## src/rtl/copperv_pkg.sv

```systemverilog
// Shared constants and helpers for the copperv instruction fetch path.
package copperv_pkg;

    localparam int unsigned PC_STEP = 4;

    // One buffered fetch entry carries the word together with its PC.
    function automatic int unsigned fetch_entry_width(input int unsigned pc_w,
                                                      input int unsigned bus_w);
        return pc_w + bus_w;
    endfunction

endpackage

```

## src/rtl/fetch_fifo.sv

```systemverilog
// Synchronous FIFO holding fetched {pc, word} entries; flush empties it in one cycle.
module fetch_fifo
    import copperv_pkg::*;
#(
    parameter int unsigned width = 64,
    parameter int unsigned depth = 4
) (
    input  logic                         clk,
    input  logic                         rst,
    input  logic                         flush,
    input  logic                         push,
    input  logic [width-1:0]             push_data,
    input  logic                         pop,
    output logic [width-1:0]             pop_data,
    output logic [$clog2(depth):0]       count
);

    localparam int unsigned AW = $clog2(depth);

    logic [width-1:0] mem_q [depth];
    logic [AW-1:0]    wr_ptr_q, wr_ptr_d;
    logic [AW-1:0]    rd_ptr_q, rd_ptr_d;
    logic [AW:0]      count_q, count_d;
    logic             full, empty, push_ok, pop_ok;

    assign full  = (count_q == (AW+1)'(depth));
    assign empty = (count_q == '0);

    // A push into a full FIFO is legal only when the head leaves in the same cycle.
    assign pop_ok  = pop && !empty;
    assign push_ok = push && (!full || pop_ok);

    always_comb begin
        wr_ptr_d = wr_ptr_q;
        rd_ptr_d = rd_ptr_q;
        count_d  = count_q;
        if (flush) begin
            wr_ptr_d = '0;
            rd_ptr_d = '0;
            count_d  = '0;
        end else begin
            if (push_ok) wr_ptr_d = wr_ptr_q + AW'(1);
            if (pop_ok)  rd_ptr_d = rd_ptr_q + AW'(1);
            count_d = count_q + (AW+1)'(push_ok) - (AW+1)'(pop_ok);
        end
    end

    always_ff @(posedge clk) begin
        if (rst) begin
            wr_ptr_q <= '0;
            rd_ptr_q <= '0;
            count_q  <= '0;
        end else begin
            wr_ptr_q <= wr_ptr_d;
            rd_ptr_q <= rd_ptr_d;
            count_q  <= count_d;
        end
    end

    always_ff @(posedge clk) begin
        if (push_ok && !flush) mem_q[wr_ptr_q] <= push_data;
    end

    assign pop_data = mem_q[rd_ptr_q];
    assign count    = count_q;

endmodule

```

## src/rtl/fetch_unit.sv

```systemverilog
// Instruction fetch: credit-limited sequential requests on the i-bus, in-order
// responses buffered with their PCs, redirect flushes and discards stale responses.
module fetch_unit
    import copperv_pkg::*;
#(
    parameter int unsigned           bus_width  = 32,
    parameter int unsigned           pc_width   = 32,
    parameter logic [pc_width-1:0]   pc_init    = '0,
    parameter int unsigned           fifo_depth = 4
) (
    input  logic                  clk,
    input  logic                  rst,
    output logic                  i_raddr_valid,
    input  logic                  i_raddr_ready,
    output logic [bus_width-1:0]  i_raddr,
    input  logic                  i_rdata_valid,
    output logic                  i_rdata_ready,
    input  logic [bus_width-1:0]  i_rdata,
    input  logic                  redirect_valid,
    input  logic [pc_width-1:0]   redirect_pc,
    output logic                  instr_valid,
    input  logic                  instr_ready,
    output logic [bus_width-1:0]  instr,
    output logic [pc_width-1:0]   instr_pc
);

    localparam int unsigned CW = $clog2(fifo_depth) + 1;
    localparam int unsigned EW = fetch_entry_width(pc_width, bus_width);

    logic [pc_width-1:0] fetch_pc_q, fetch_pc_d;
    logic [pc_width-1:0] resp_pc_q, resp_pc_d;
    logic [CW-1:0]       inflight_q, inflight_d;
    logic [CW-1:0]       discard_q, discard_d;
    logic [CW-1:0]       fifo_count;
    logic [CW:0]         credit_used;
    logic [pc_width-1:0] redirect_aligned;
    logic [EW-1:0]       push_entry, head_entry;
    logic                raddr_hs, rdata_hs, push, pop;

    assign redirect_aligned = redirect_pc & ~pc_width'(3);

    assign credit_used   = {1'b0, fifo_count} + {1'b0, inflight_q};
    assign i_raddr_valid = !rst && !redirect_valid && (credit_used < (CW+1)'(fifo_depth));
    assign i_raddr       = bus_width'(fetch_pc_q);
    assign i_rdata_ready = !rst;

    assign raddr_hs = i_raddr_valid && i_raddr_ready;
    assign rdata_hs = i_rdata_valid && i_rdata_ready;

    assign push        = rdata_hs && !redirect_valid && (discard_q == '0);
    assign instr_valid = !rst && !redirect_valid && (fifo_count != '0);
    assign pop         = instr_valid && instr_ready;

    // resp_pc follows the request stream: responses return in order, so the
    // PC of the next kept response is the redirect target plus kept words * 4.
    assign push_entry = {resp_pc_q, i_rdata};
    assign {instr_pc, instr} = head_entry;

    always_comb begin
        fetch_pc_d = fetch_pc_q;
        resp_pc_d  = resp_pc_q;
        discard_d  = discard_q;
        inflight_d = inflight_q + CW'(raddr_hs) - CW'(rdata_hs);
        if (redirect_valid) begin
            fetch_pc_d = redirect_aligned;
            resp_pc_d  = redirect_aligned;
            discard_d  = inflight_q - CW'(rdata_hs);
        end else begin
            if (raddr_hs) fetch_pc_d = fetch_pc_q + pc_width'(PC_STEP);
            if (rdata_hs) begin
                if (discard_q != '0) discard_d = discard_q - CW'(1);
                else                 resp_pc_d = resp_pc_q + pc_width'(PC_STEP);
            end
        end
    end

    always_ff @(posedge clk) begin
        if (rst) begin
            fetch_pc_q <= pc_init;
            resp_pc_q  <= pc_init;
            inflight_q <= '0;
            discard_q  <= '0;
        end else begin
            fetch_pc_q <= fetch_pc_d;
            resp_pc_q  <= resp_pc_d;
            inflight_q <= inflight_d;
            discard_q  <= discard_d;
        end
    end

    fetch_fifo #(
        .width (EW),
        .depth (fifo_depth)
    ) u_fifo (
        .clk       (clk),
        .rst       (rst),
        .flush     (redirect_valid),
        .push      (push),
        .push_data (push_entry),
        .pop       (pop),
        .pop_data  (head_entry),
        .count     (fifo_count)
    );

endmodule

```

## config.mk

```make
export PLATFORM = sky130hd
export DESIGN_NAME = fetch_unit
export DESIGN_NICKNAME = d
export VERILOG_FILES = /design/src/rtl/copperv_pkg.sv /design/src/rtl/fetch_fifo.sv /design/src/rtl/fetch_unit.sv
export SDC_FILE = /design/constraint.sdc
export NUM_CORES = 1
export LEC_CHECK = 0
export ABC_AREA = 1
export ABC_CLOCK_PERIOD_IN_PS = 6000
export BUFFER_PORTS_ARGS = -buffer_cell sky130_fd_sc_hd__buf_2
export CAP_MARGIN = 10
export CORE_AREA = 2 2 204 156
export DETAILED_ROUTE_END_ITERATION = 7
export DIE_AREA = 0 0 206 158
export GPL_TIMING_DRIVEN = 0
export PLACE_DENSITY = 0.67
export REMOVE_ABC_BUFFERS = 1
export SLEW_MARGIN = 5
export SYNTH_ARGS = -nofsm -noshare
export SYNTH_HDL_FRONTEND = slang
export SYNTH_HIERARCHICAL = 1
export SYNTH_SLANG_ARGS = --single-unit
```

## constraint.sdc

```tcl
create_clock -name clk -period 6 [get_ports clk]
set_clock_uncertainty 0.15 [all_clocks]
set_input_delay 0 -clock clk [delete_from_list [all_inputs] [get_ports clk]]
set_output_delay 0 -clock clk [all_outputs]
set_load 0.02 [all_outputs]
```

==> impl_metrics.env, run 1 <==
export IMPL_final_min_period_over_clock_period=0.6424
export IMPL_worst_reg2reg_startpoint="discard_q[0]$_SDFFE_PP0P_"
export IMPL_clock_sinks=331
export IMPL_worst_path_largest_cell_delay_ps=640
export IMPL_timing_worst_setup_path_type="in2reg"
export IMPL_post_cts_resized=0
export IMPL_required_ps=6070
export IMPL_timing_hold_worst_endpoint="i_raddr[14]$_SDFFE_PP0P_"
export IMPL_worstRegToRegCells=10
export IMPL_cap_violations=0
export IMPL_met3_wirelength_mm=2.490
export IMPL_multiplexer_share_of_the_synthesized_area=0
export IMPL_tritoncts_num_buffers=35
export IMPL_ys_flop_type="edfxtp_1"
export IMPL_die_area_um2=32550
export IMPL_netlist_area_leader_share=0.5318
export IMPL_track_usage=0.2137
export IMPL_synth_most_common_cell="edfxtp_1"
export IMPL_slew_headroom=0.2593
export IMPL_synth_seq_cells=331
export IMPL_synth_top_family_by_area="simple AND/OR/NAND/NOR gates"
export IMPL_worst_path_dominant_cell_family="simple AND/OR/NAND/NOR gates"
export IMPL_post_synth_and_or_nand_nor_area_fraction=0.1643
export IMPL_firstDrtPassIters=7
export IMPL_clock_period_minus_final_worst_setup_slack_ps=3855
export IMPL_floorplan_initialDensity=0.4711
export IMPL_fmax_mhz=259.4
export IMPL_post_cts_buffers=0
export IMPL_rsz0062_at_grt="no"
export IMPL_avgRoutedWirePerCell_um=16.86
export IMPL_avgViaCountPerCell=5.323
export IMPL_async_flop_share=0
export IMPL_grt_overflow_total=0
export IMPL_post_synth_instance_area_um2=14460
export IMPL_yosysWarnings=6
export IMPL_netlist_cell_type_count=44
export IMPL_post_route_drc_count=0
export IMPL_timing_hold_violations_final=0
export IMPL_min_path_type="in2reg"
export IMPL_end_kind="register"
export IMPL_total_power_mw=4.782
export IMPL_initialDrtViolationCount=828
export IMPL_synthesis_instances=1408
export IMPL_post_synth_fa_ha_maj_area_fraction=0.01662
export IMPL_routed_met2_length_mm=15.60
export IMPL_nNetsFinal=1726
export IMPL_cpMaxStageDelayCell="nor2_4"
export IMPL_fin_max_slew_vios=0
export IMPL_tightestPinTransition_ps=1111
export IMPL_io_buffers=164
export IMPL_worst_ir_drop_on_vdd_mv=0.1609
export IMPL_pin_count_of_the_biggest_net_entering_global_routing=94
export IMPL_hold_path_cells=2
export IMPL_worstHoldStart="rst"
export IMPL_powerDensity_nw_per_um2=274.3
export IMPL_cp_buffers_inverters=5
export IMPL_cell_total_after_placement=1936
export IMPL_fp_coreArea_um2=30690
export IMPL_power_leakage_nw=6.593
export IMPL_via_count=11000
export IMPL_remaining_antenna_violation_count_after_routing=0
export IMPL_wire_length_of_the_first_global_routing_pass_mm=54.54
export IMPL_worst_path_max_fanout=51
export IMPL_outcome="finished clean"
export IMPL_area_growth_from_synthesis_to_layout_pct=20.56
export IMPL_cts_max_level=2
export IMPL_critical_path_cell_chain="buf_2, inv_2, nand2_1, nor2_2, inv_2, nor2_4, nand3b_1, nor2_4, buf_12, buf_12"
export IMPL_hpwl_mm=22.06
export IMPL_clkTransAtPathRegs_ps=60
export IMPL_final_cell_count_no_fill=2067
export IMPL_grt_antenna_before_repair=0
export IMPL_r2r_slack_ps=2200
export IMPL_fp_row_count=56
export IMPL_synth_largest_area_cell="edfxtp_1"
export IMPL_vias_in_the_first_global_route=10350
export IMPL_worst_setup_path_start_kind="primary input"
export IMPL_synth_enable_flop_cells=256
export IMPL_clk_insertion_delay_late_ps=520
export IMPL_fp_dieW_um=206
export IMPL_cp_data_arrival_time_ps=3920
export IMPL_met1_length_mm=16.30
export IMPL_synth_area_top_cells="edfxtp_1 53%, dfxtp_1 10%, nand2_1 5.8%"
export IMPL_antennaDiodeCount=0
export IMPL_die_height_um=158
export IMPL_ys_top_cells_by_count="256 x edfxtp_1, 225 x nand2_1, 218 x nor2_1"
export IMPL_finalWeightedCongestion=0.8884
export IMPL_synthXorXnorAreaFrac=0.01272
export IMPL_top_layer="met4"
export IMPL_max_clock_path_buffers=3
export IMPL_worst_reg2reg_path_endpoint="u_fifo/mem_q[0][22]$_DFFE_PP_"
export IMPL_drt_total_wl_mm=34.85
export IMPL_fraction_of_final_layout_cells_sized_beyond_drive_strength_1=0.1511
export IMPL_cts_tree="yes"
export IMPL_synth_compound_area_share=0.1141
export IMPL_setup_violations_final=0
export IMPL_io_pins=169
export IMPL_synthesis_area_per_instance_um2=10.27
export IMPL_cts_root_buffer="clkbuf_16"
export IMPL_share_of_the_yosys_chip_area_belonging_to_registers=0.6356
## cells in the final DEF, fill, tap and decap left out, drive strengths merged, types with 3 or more instances in the layout
master	n
edfxtp	256
nand2	228
nor2	227
buf	176
o21ai	156
inv	106
nand3	76
dfxtp	75
dlygate4sd3	71
o22ai	65
a21oi	47
clkbuf	43
xor2	19
clkinv	18
a31oi	17
ha	16
nor3	15
nand4	11
conb	10
a21boi	7
o211ai	5
nand3b	3
## stage by stage
| step | setup TNS [ps] | area [um^2] | worst slack (ps) | hold WS, ps | utilization |
|---|---|---|---|---|---|
| 2_1_floorplan | 0 | 14080 | 1180 | -80.93 | - |
| 3_5_place_dp | 0 | 15710 | 1651 | 70.31 | 0.5119 |
| 5_1_grt | 0 | 17430 | 1921 | 50.02 | 0.5679 |
| 3_3_place_gp | -489220 | 15410 | -1984 | 64.53 | 0.5020 |
| 6_report | 0 | 17430 | 2145 | 37.89 | 0.5679 |
| 4_1_cts | 0 | 17430 | 2212 | 3.266 | 0.5679 |
## state kept, by name, indices dropped and copies added (netlist names), named ones only
signal	cells
u_fifo/mem_q	256
u_fifo/count	3
inflight_q	3
discard_q	3
u_fifo/wr_ptr_q	2
u_fifo/rd_ptr_q	2
i_raddr	30
resp_pc_q	30
## logic make-up (layout without fill, tap and decap cells)
kind of cell | Yosys count | in the layout
flops | 331 | 331
fa+ha+maj | 18 | 18
simple gates | 566 | 566
xor+xnor | 21 | 21
other cells | 1 | 10
compound gates | 301 | 301
buf+inv | 170 | 414
## power by group
group	internal, mW	switching, mW
clock network	1.08	0.839
logic	0.116	0.179
registers	2.51	0.0604
## how the worst max path moves through the flow
stage,startpoint,to,slack [ps],cells past startpoint
floorplan,discard_q[0]$_SDFFE_PP0P_,u_fifo/mem_q[0][0]$_DFFE_PP_,1180,8
global placement,rst,u_fifo/mem_q[0][22]$_DFFE_PP_,-1980,8
detailed placement,rst,u_fifo/mem_q[0][6]$_DFFE_PP_,1650,10
CTS,discard_q[0]$_SDFFE_PP0P_,u_fifo/mem_q[0][52]$_DFFE_PP_,2210,10
global route,rst,u_fifo/mem_q[0][22]$_DFFE_PP_,1920,10
finish,rst,u_fifo/mem_q[0][22]$_DFFE_PP_,2150,10
## routing by layer
| metal | global-route usage | vias to the layer above |
|---|---|---|
| met1 | 0.3031 | 5241 |
| met2 | 0.3391 | 358 |
| li1 | - | 5367 |
| met3 | 0.04220 | 36 |
| met4 | 0.05170 | 0 |
| met5 | 0 | - |
## worst reg2reg max path: cells and delay by family (launching register included)
family                   cells  cell delay, ps
adder cells (fa/ha/maj)      1             150
buffers and inverters        4             730
flip-flops                   1             310
AND/OR/NAND/NOR              5            2140
## layout make-up
| class | instances | area [um^2] |
|---|---|---|
| fillers | 2632 | 13260 |
| multi-input cells | 916 | 4518 |
| clock inverters | 17 | 103.9 |
| well taps | 406 | 508.0 |
| inverters | 107 | 405.4 |
| flip-flops and latches | 331 | 9194 |
| repair buffers | 247 | 1794 |
| clock buffers | 43 | 905.9 |
## repair_timing
action                                 in CTS  in global routing
setup endpoints to repair                   0                  0
endpoints found under the hold margin     195                  0
hold buffers                               71                  0
Power figures use the tool's default switching activity.
==> run 2: changes to the inputs <==
--- a/config.mk
+++ b/config.mk
@@ -5,15 +5,15 @@
 export SDC_FILE = /design/constraint.sdc
 export NUM_CORES = 1
 export LEC_CHECK = 0
-export ABC_AREA = 1
-export ABC_CLOCK_PERIOD_IN_PS = 6000
+export ABC_AREA = 0
+export ABC_CLOCK_PERIOD_IN_PS = 3100
 export BUFFER_PORTS_ARGS = -buffer_cell sky130_fd_sc_hd__buf_2
 export CAP_MARGIN = 10
-export CORE_AREA = 2 2 204 156
+export CORE_AREA = 2 2 197 150
 export DETAILED_ROUTE_END_ITERATION = 7
-export DIE_AREA = 0 0 206 158
+export DIE_AREA = 0 0 199 152
 export GPL_TIMING_DRIVEN = 0
-export PLACE_DENSITY = 0.67
+export PLACE_DENSITY = 0.7
 export REMOVE_ABC_BUFFERS = 1
 export SLEW_MARGIN = 5
 export SYNTH_ARGS = -nofsm -noshare
==> constraint.sdc (replaced) <==
create_clock -name clk -period 3.1 [get_ports clk]
set_clock_uncertainty 0.15 [all_clocks]
set_input_delay 0 -clock clk [delete_from_list [all_inputs] [get_ports clk]]
set_output_delay 0 -clock clk [all_outputs]
set_load 0.02 [all_outputs]
==> run 2 against run 1 <==
- power increased by 110%
- non-clock buffer count increased by 46
- first-iteration DRC count fell by 35%
- via count fell by 23%
- sequential power increased by 93%
- routed wire length fell by 9.3%
- area after synthesis decreased by 6.9%
- worst setup slack worse by 2000 ps
- die area shrank 7.1%
- combinational power is 100% higher
- critical path depth down 2
- final cell count fell by 25%
- critical path type is now reg2reg
- critical endpoint is now i_raddr[16]$_SDFFE_PP0P_
- largest power group unchanged
- highest routed layer unchanged
==> impl_metrics.env, run 2 <==
export IMPL_fp_coreArea_um2=28580
export IMPL_fmax_mhz=339.2
export IMPL_num_fill_cells=2201
export IMPL_share_of_the_yosys_chip_area_belonging_to_registers=0.6830
export IMPL_power_switching_share=0.2108
export IMPL_clock_sinks=331
export IMPL_switching_power_mw=2.080
export IMPL_clock_period_minus_final_worst_setup_slack_ps=2948
export IMPL_die_height_um=152
export IMPL_floorplan_initialDensity=0.4708
export IMPL_beginning_of_the_critical_path="inflight_q[2]$_SDFF_PP0_"
export IMPL_cp_data_arrival_time_ps=3240
export IMPL_worst_path_dominant_cell_family="simple AND/OR/NAND/NOR gates"
export IMPL_avgViaCountPerCell=5.433
export IMPL_largest_reg_flops=256
export IMPL_track_usage=0.2117
export IMPL_critical_path_cell_chain="ha_1, or4b_4, nor2_4, buf_6, nand4_1, mux2_2, a21oi_1, dlygate4sd3_1"
export IMPL_cpMaxStageDelayCell="dlygate4sd3_1"
export IMPL_synthesis_instances=843
export IMPL_cap_violations=0
export IMPL_clkTransAtPathRegs_ps=60
export IMPL_hpwl_mm=20.10
export IMPL_remaining_antenna_violation_count_after_routing=0
export IMPL_cp_buffers_inverters=2
export IMPL_post_synth_instance_area_um2=13450
export IMPL_cts_root_buffer="clkbuf_16"
export IMPL_clkPwrFrac=0.436
export IMPL_synthesis_area_per_instance_um2=15.96
export IMPL_drt_total_wl_mm=31.61
export IMPL_cts_max_level=2
export IMPL_synth_largest_area_cell="edfxtp_1"
export IMPL_pin_count_of_the_biggest_net_entering_global_routing=48
export IMPL_outcome="finished clean"
export IMPL_worstRegToRegCells=8
export IMPL_io_buffers=164
export IMPL_end_kind="register"
export IMPL_synth_enable_flop_cells=256
export IMPL_antennaDiodeCount=0
export IMPL_yosysWarnings=6
export IMPL_layout_cells_most_common_list="256 x edfxtp_1, 162 x buf_2, 86 x dlygate4sd3_1, 72 x dfxtp_1, 64 x mux4_2"
export IMPL_fin_max_slew_vios=0
export IMPL_area_growth_from_synthesis_to_layout_pct=27.87
export IMPL_grt_overflow_total=0
export IMPL_fp_dieW_um=199
export IMPL_tns_ps=0
export IMPL_regMostFlops="u_fifo/mem_q"
export IMPL_power_leakage_nw=5.982
export IMPL_nNetsFinal=1225
export IMPL_worst_reg2reg_startpoint="inflight_q[2]$_SDFF_PP0_"
export IMPL_r2r_slack_ps=150
export IMPL_required_ps=3390
export IMPL_wire_length_of_the_first_global_routing_pass_mm=48.82
export IMPL_power_share_sequential=0.504
export IMPL_initialDrtViolationCount=536
export IMPL_layout_commonest_cell="edfxtp_1"
export IMPL_p_comb_frac=0.061
export IMPL_tritoncts_num_buffers=35
export IMPL_netlist_cell_type_count=60
export IMPL_cts_tree="yes"
export IMPL_ys_top_cells_by_count="256 x edfxtp_1, 75 x dfxtp_1, 64 x mux4_2"
export IMPL_worst_reg2reg_path_endpoint="i_raddr[16]$_SDFFE_PP0P_"
export IMPL_worst_setup_path_start_kind="register"
export IMPL_tightestPinTransition_ps=1200
export IMPL_finalInstanceArea_um2=17200
export IMPL_grt_antenna_before_repair=0
export IMPL_vias_in_the_first_global_route=8644
export IMPL_synth_area_top_cells="edfxtp_1 57%, dfxtp_1 11%, mux4_2 11%"
export IMPL_post_route_drc_count=0
export IMPL_min_path_type="in2reg"
export IMPL_timing_worst_setup_path_type="reg2reg"
export IMPL_final_min_period_over_clock_period=0.9509
export IMPL_setup_violations_final=0
export IMPL_postPlaceCellArea_um2=14990
export IMPL_firstDrtPassIters=5
export IMPL_async_flop_share=0
export IMPL_synth_seq_cells=331
export IMPL_avgRoutedWirePerCell_um=20.33
export IMPL_netlist_area_leader_share=0.5714
export IMPL_via_count=8449
export IMPL_slew_headroom=0.1973
export IMPL_cp_num_cells=8
export IMPL_fp_row_count=54
export IMPL_postLayoutCoreUtil=0.6020
export IMPL_die_area_um2=30250
export IMPL_rsz0062_at_grt="no"
export IMPL_clk_insertion_delay_late_ps=500
export IMPL_ys_flop_type="edfxtp_1"
export IMPL_cellInternalPower_mw=7.786
export IMPL_max_clock_path_buffers=3
export IMPL_finalWeightedCongestion=0.7587
export IMPL_hold_ws_ps=2.157
export IMPL_synth_most_common_cell="edfxtp_1"
export IMPL_timing_hold_violations_final=0
export IMPL_worst_path_max_fanout=15
export IMPL_fraction_of_final_layout_cells_sized_beyond_drive_strength_1=0.3001
export IMPL_powerDensity_nw_per_um2=573.5
export IMPL_worst_ir_drop_on_vdd_mv=0.3176
export IMPL_io_pins=169
export IMPL_crit_path_end="i_raddr[16]$_SDFFE_PP0P_"
export IMPL_worst_path_largest_cell_delay_ps=560
run 2: cell types whose count changed after synthesis, moves of 57 or more:
cell / before / now
inv_1: 102 / 23
mux4_2: 0 / 64
nand2_1: 225 / 47
nand3_1: 75 / 18
nor2_1: 218 / 34
o21ai_0: 99 / 19
o21ai_1: 57 / 0
o22ai_1: 65 / 1
run 2: kinds of logic after synthesis:
family                     after synthesis  share of synthesized area
DFF                                    331                     0.6830
and+or+nand+nor                        202                    0.08258
AOI/OAI and AO/OA                      113                    0.05626
xor gates and xnor gates                36                    0.02344
other                                    1                  0.0002787
buffers and inverters                   70                    0.02325
muxes                                   72                     0.1134
adders and majority gates               18                    0.01786
run 2: tightest hold or removal path, delay by kind of cell:
kind,cells,cell delay (ps)
buffers and inverters,1,360
AOI/OAI and AO/OA,1,160
and+or+nand+nor,1,80
run 2: power by group through the flow:
stage               logic, mW  clock network [mW]  registers [mW]
floorplan               0.250                   0            5.07
global placement        0.460                   0            5.06
detailed placement      0.482                   0            5.06
CTS                     0.588                4.41            4.97
global route            0.656                4.57            4.98
finish                  0.598                4.30            4.97
run 2: how the worst min path moves through the flow:
| stage | depth (start not counted) | end | startpoint |
|---|---|---|---|
| after floorplan | 1 | discard_q[1]$_SDFFE_PP0P_ | rst |
| after global placement | 1 | u_fifo/mem_q[2][22]$_DFFE_PP_ | i_rdata[22] |
| after detailed placement | 1 | u_fifo/mem_q[2][21]$_DFFE_PP_ | i_rdata[21] |
| after CTS | 2 | i_raddr[22]$_SDFFE_PP0P_ | redirect_valid |
| after global routing | 2 | u_fifo/mem_q[3][47]$_DFFE_PP_ | redirect_valid |
| final | 3 | i_raddr[8]$_SDFFE_PP0P_ | redirect_valid |
run 2: layer usage:
metal | GRT usage | wire length, um | up-vias
li1 | - | - | 3883
met4 | 0.05402 | 551 | 0
met2 | 0.3458 | 15390 | 280
met5 | 0 | 0 | -
met1 | 0.2948 | 13750 | 4243
met3 | 0.03885 | 1924 | 43
run 2: timing repair:
action,in CTS,in global routing
gates resized for setup,6,8
pin swaps,1,4
buffers inserted,3,5
hold buffers,87,1
hold endpoints to repair,198,2
endpoints found under the setup margin,248,47
run 2: layout make-up:
type	count	area, um^2	share of cell area
Multi-Input combinational cell	451	4038	0.2347
Timing Repair Buffer	293	2181	0.1268
Sequential cell	331	9198	0.5346
Clock inverter	18	216.5	0.01258
Inverter	25	105.1	0.006109
Clock buffer	45	975.9	0.05673
Tap cell	392	490.5	0.02851
run 2: per-stage QoR:
| stage | instances | total power, mW | setup slack [ps] |
|---|---|---|---|
| after floorplan | 807 | 5.315 | -4126 |
| after global placement | 1363 | 5.524 | -9495 |
| after detailed placement | 1396 | 5.544 | -1279 |
| after CTS | 1549 | 9.961 | -21.69 |
| after global routing | 1555 | 10.21 | 10.57 |
| final | 1555 | 9.866 | 152.3 |
==> run 3: changes to the inputs <==
--- a/config.mk
+++ b/config.mk
@@ -9,9 +9,9 @@
 export ABC_CLOCK_PERIOD_IN_PS = 3100
 export BUFFER_PORTS_ARGS = -buffer_cell sky130_fd_sc_hd__buf_2
 export CAP_MARGIN = 10
-export CORE_AREA = 2 2 197 150
+export CORE_AREA = 2 2 171 173
 export DETAILED_ROUTE_END_ITERATION = 7
-export DIE_AREA = 0 0 199 152
+export DIE_AREA = 0 0 173 175
 export GPL_TIMING_DRIVEN = 0
 export PLACE_DENSITY = 0.7
 export REMOVE_ABC_BUFFERS = 1
==> run 3 against run 2 <==
- core utilization fell by 0.26 points
- power fell by 3.9%
- final cell count fell by 0.96%
- highest routed layer unchanged
- final area fell by 1.1%
- sequential cell count did not move
- sequential power barely moved
- sequential share of layout area rose by 0.60 points
- routed wire length fell by 3.6%
- first-iteration DRC count rose by 27%
- worst setup slack got worse by 130 ps
- global-route usage fell by 1.0 points
==> impl_metrics.env, run 3 (synthesis results as in run 2) <==
export IMPL_worst_path_dominant_cell_family="simple AND/OR/NAND/NOR gates"
export IMPL_initialDrtViolationCount=683
export IMPL_fp_coreArea_um2=28390
export IMPL_firstDrtPassIters=5
export IMPL_p_comb_frac=0.063
export IMPL_pin_count_of_the_biggest_net_entering_global_routing=51
export IMPL_critical_path_cell_chain="ha_1, or4b_4, nor2_4, inv_2, nor3_2, mux2_2, a21oi_1, dlygate4sd3_1"
export IMPL_floorplan_initialDensity=0.4739
export IMPL_fraction_of_final_layout_cells_sized_beyond_drive_strength_1=0.2950
export IMPL_finalWeightedCongestion=0.8024
export IMPL_rsz0062_at_grt="yes"
export IMPL_remaining_antenna_violation_count_after_routing=0
export IMPL_cts_root_buffer="clkbuf_16"
export IMPL_clk_insertion_delay_late_ps=500
export IMPL_worst_ir_drop_on_vdd_mv=0.3228
export IMPL_finalInstanceArea_um2=17020
export IMPL_setup_violations_final=0
export IMPL_die_height_um=175
export IMPL_tightestPinTransition_ps=1151
export IMPL_power_switching_share=0.2157
export IMPL_drt_total_wl_mm=30.46
export IMPL_power_leakage_nw=5.901
export IMPL_regMostFlops="u_fifo/mem_q"
export IMPL_outcome="finished clean"
export IMPL_fp_dieW_um=173
export IMPL_powerDensity_nw_per_um2=557.4
export IMPL_required_ps=3400
export IMPL_max_clock_path_buffers=3
export IMPL_power_share_sequential=0.524
export IMPL_fmax_mhz=325.0
export IMPL_wire_length_of_the_first_global_routing_pass_mm=47.97
export IMPL_track_usage=0.2013
export IMPL_cell_total_after_placement=1387
export IMPL_cts_max_level=2
export IMPL_post_route_drc_count=0
export IMPL_area_growth_from_synthesis_to_layout_pct=26.49
export IMPL_timing_hold_violations_final=0
export IMPL_fp_row_count=62
export IMPL_min_path_type="in2reg"
export IMPL_grt_overflow_total=0
export IMPL_largest_reg_flops=256
export IMPL_worst_setup_path_start_kind="register"
export IMPL_nNetsFinal=1224
export IMPL_switching_power_mw=2.046
export IMPL_cp_data_arrival_time_ps=3380
export IMPL_die_area_um2=30280
export IMPL_worst_path_max_fanout=27
export IMPL_grt_antenna_before_repair=0
export IMPL_hpwl_mm=18.82
export IMPL_final_cell_count_no_fill=1540
export IMPL_postLayoutSetupSlackWorst_ps=23.22
export IMPL_post_place_ws_ps=-1133
export IMPL_io_buffers=164
export IMPL_cts_tree="yes"
export IMPL_final_min_period_over_clock_period=0.9925
export IMPL_timing_worst_setup_path_type="reg2reg"
export IMPL_clkPwrFrac=0.413
export IMPL_via_count=8510
export IMPL_antennaDiodeCount=0
export IMPL_layout_cells_most_common_list="256 x edfxtp_1, 162 x buf_2, 89 x dlygate4sd3_1, 70 x dfxtp_1, 64 x mux4_2"
export IMPL_postPlaceCellArea_um2=14950
export IMPL_vias_in_the_first_global_route=8608
export IMPL_worst_path_largest_cell_delay_ps=560
export IMPL_cpMaxStageDelayCell="dlygate4sd3_1"
export IMPL_cap_violations=0
export IMPL_layout_commonest_cell="edfxtp_1"
export IMPL_fin_max_slew_vios=0
export IMPL_io_pins=169
export IMPL_avgRoutedWirePerCell_um=19.78
export IMPL_avgViaCountPerCell=5.526
export IMPL_slew_headroom=0.2301
export IMPL_tns_ps=0
export IMPL_cp_buffers_inverters=2
export IMPL_cellInternalPower_mw=7.439
export IMPL_end_kind="register"
export IMPL_clkTransAtPathRegs_ps=60
export IMPL_total_power_mw=9.485
export IMPL_clock_period_minus_final_worst_setup_slack_ps=3077
export IMPL_tritoncts_num_buffers=36
export IMPL_clock_sinks=331
export IMPL_num_fill_cells=2182
-- run 3: layout make-up --
cell class              count  area [um^2]  share of cell area
flip-flops and latches    331         9200              0.5406
multi-input cells         451         4043              0.2376
repair buffers            291         2140              0.1257
clock buffers              46        979.7             0.05757
well taps                 384        480.5             0.02823
inverters                  25        96.34            0.005661
clock inverters            12        78.83            0.004632
-- run 3: what timing repair did --
item,4_1_cts,5_1_grt
hold buffers,88,3
pin swaps,2,2
hold endpoints to repair,199,5
buffers inserted,2,2
cloned,0,0
resized for setup,4,12
setup endpoints to repair,215,89
-- run 3: final timing paths --
kind              slack, ps  cells past startpoint                              end                             from
setup / recovery         20                      8         i_raddr[17]$_SDFFE_PP0P_         inflight_q[2]$_SDFF_PP0_
hold / removal           20                      2    u_fifo/mem_q[0][47]$_DFFE_PP_                   redirect_valid
setup reg to reg         20                      8         i_raddr[17]$_SDFFE_PP0P_         inflight_q[2]$_SDFF_PP0_
hold reg to reg         360                      2  u_fifo/wr_ptr_q[1]$_SDFFE_PP0P_  u_fifo/wr_ptr_q[1]$_SDFFE_PP0P_
-- run 3: routing by layer --
metal,wire (um),share of wire,vias to the layer above,global-route usage
li1,-,-,3878,-
met1,13490,0.44,4257,0.2860
met2,14320,0.47,329,0.3198
met3,2020,0.066,46,0.03982
met4,637,0.021,0,0.05438
met5,0,0,-,0
-- run 3: metrics by stage --
step	util	hold WS, ps
2_1_floorplan	-	-80.93
3_3_place_gp	0.5132	65.17
3_5_place_dp	0.5264	68.03
4_1_cts	0.5965	12.31
5_1_grt	0.5994	17.20
6_report	0.5994	16.20
-- run 3: power by group through the flow --
| stage | logic (mW) | clock network (mW) | registers [mW] |
|---|---|---|---|
| 2_1_floorplan | 0.250 | 0 | 5.07 |
| 3_3_place_gp | 0.457 | 0 | 5.06 |
| 3_5_place_dp | 0.478 | 0 | 5.06 |
| 4_1_cts | 0.583 | 3.99 | 4.97 |
| 5_1_grt | 0.654 | 4.17 | 4.98 |
| 6_report | 0.600 | 3.91 | 4.97 |
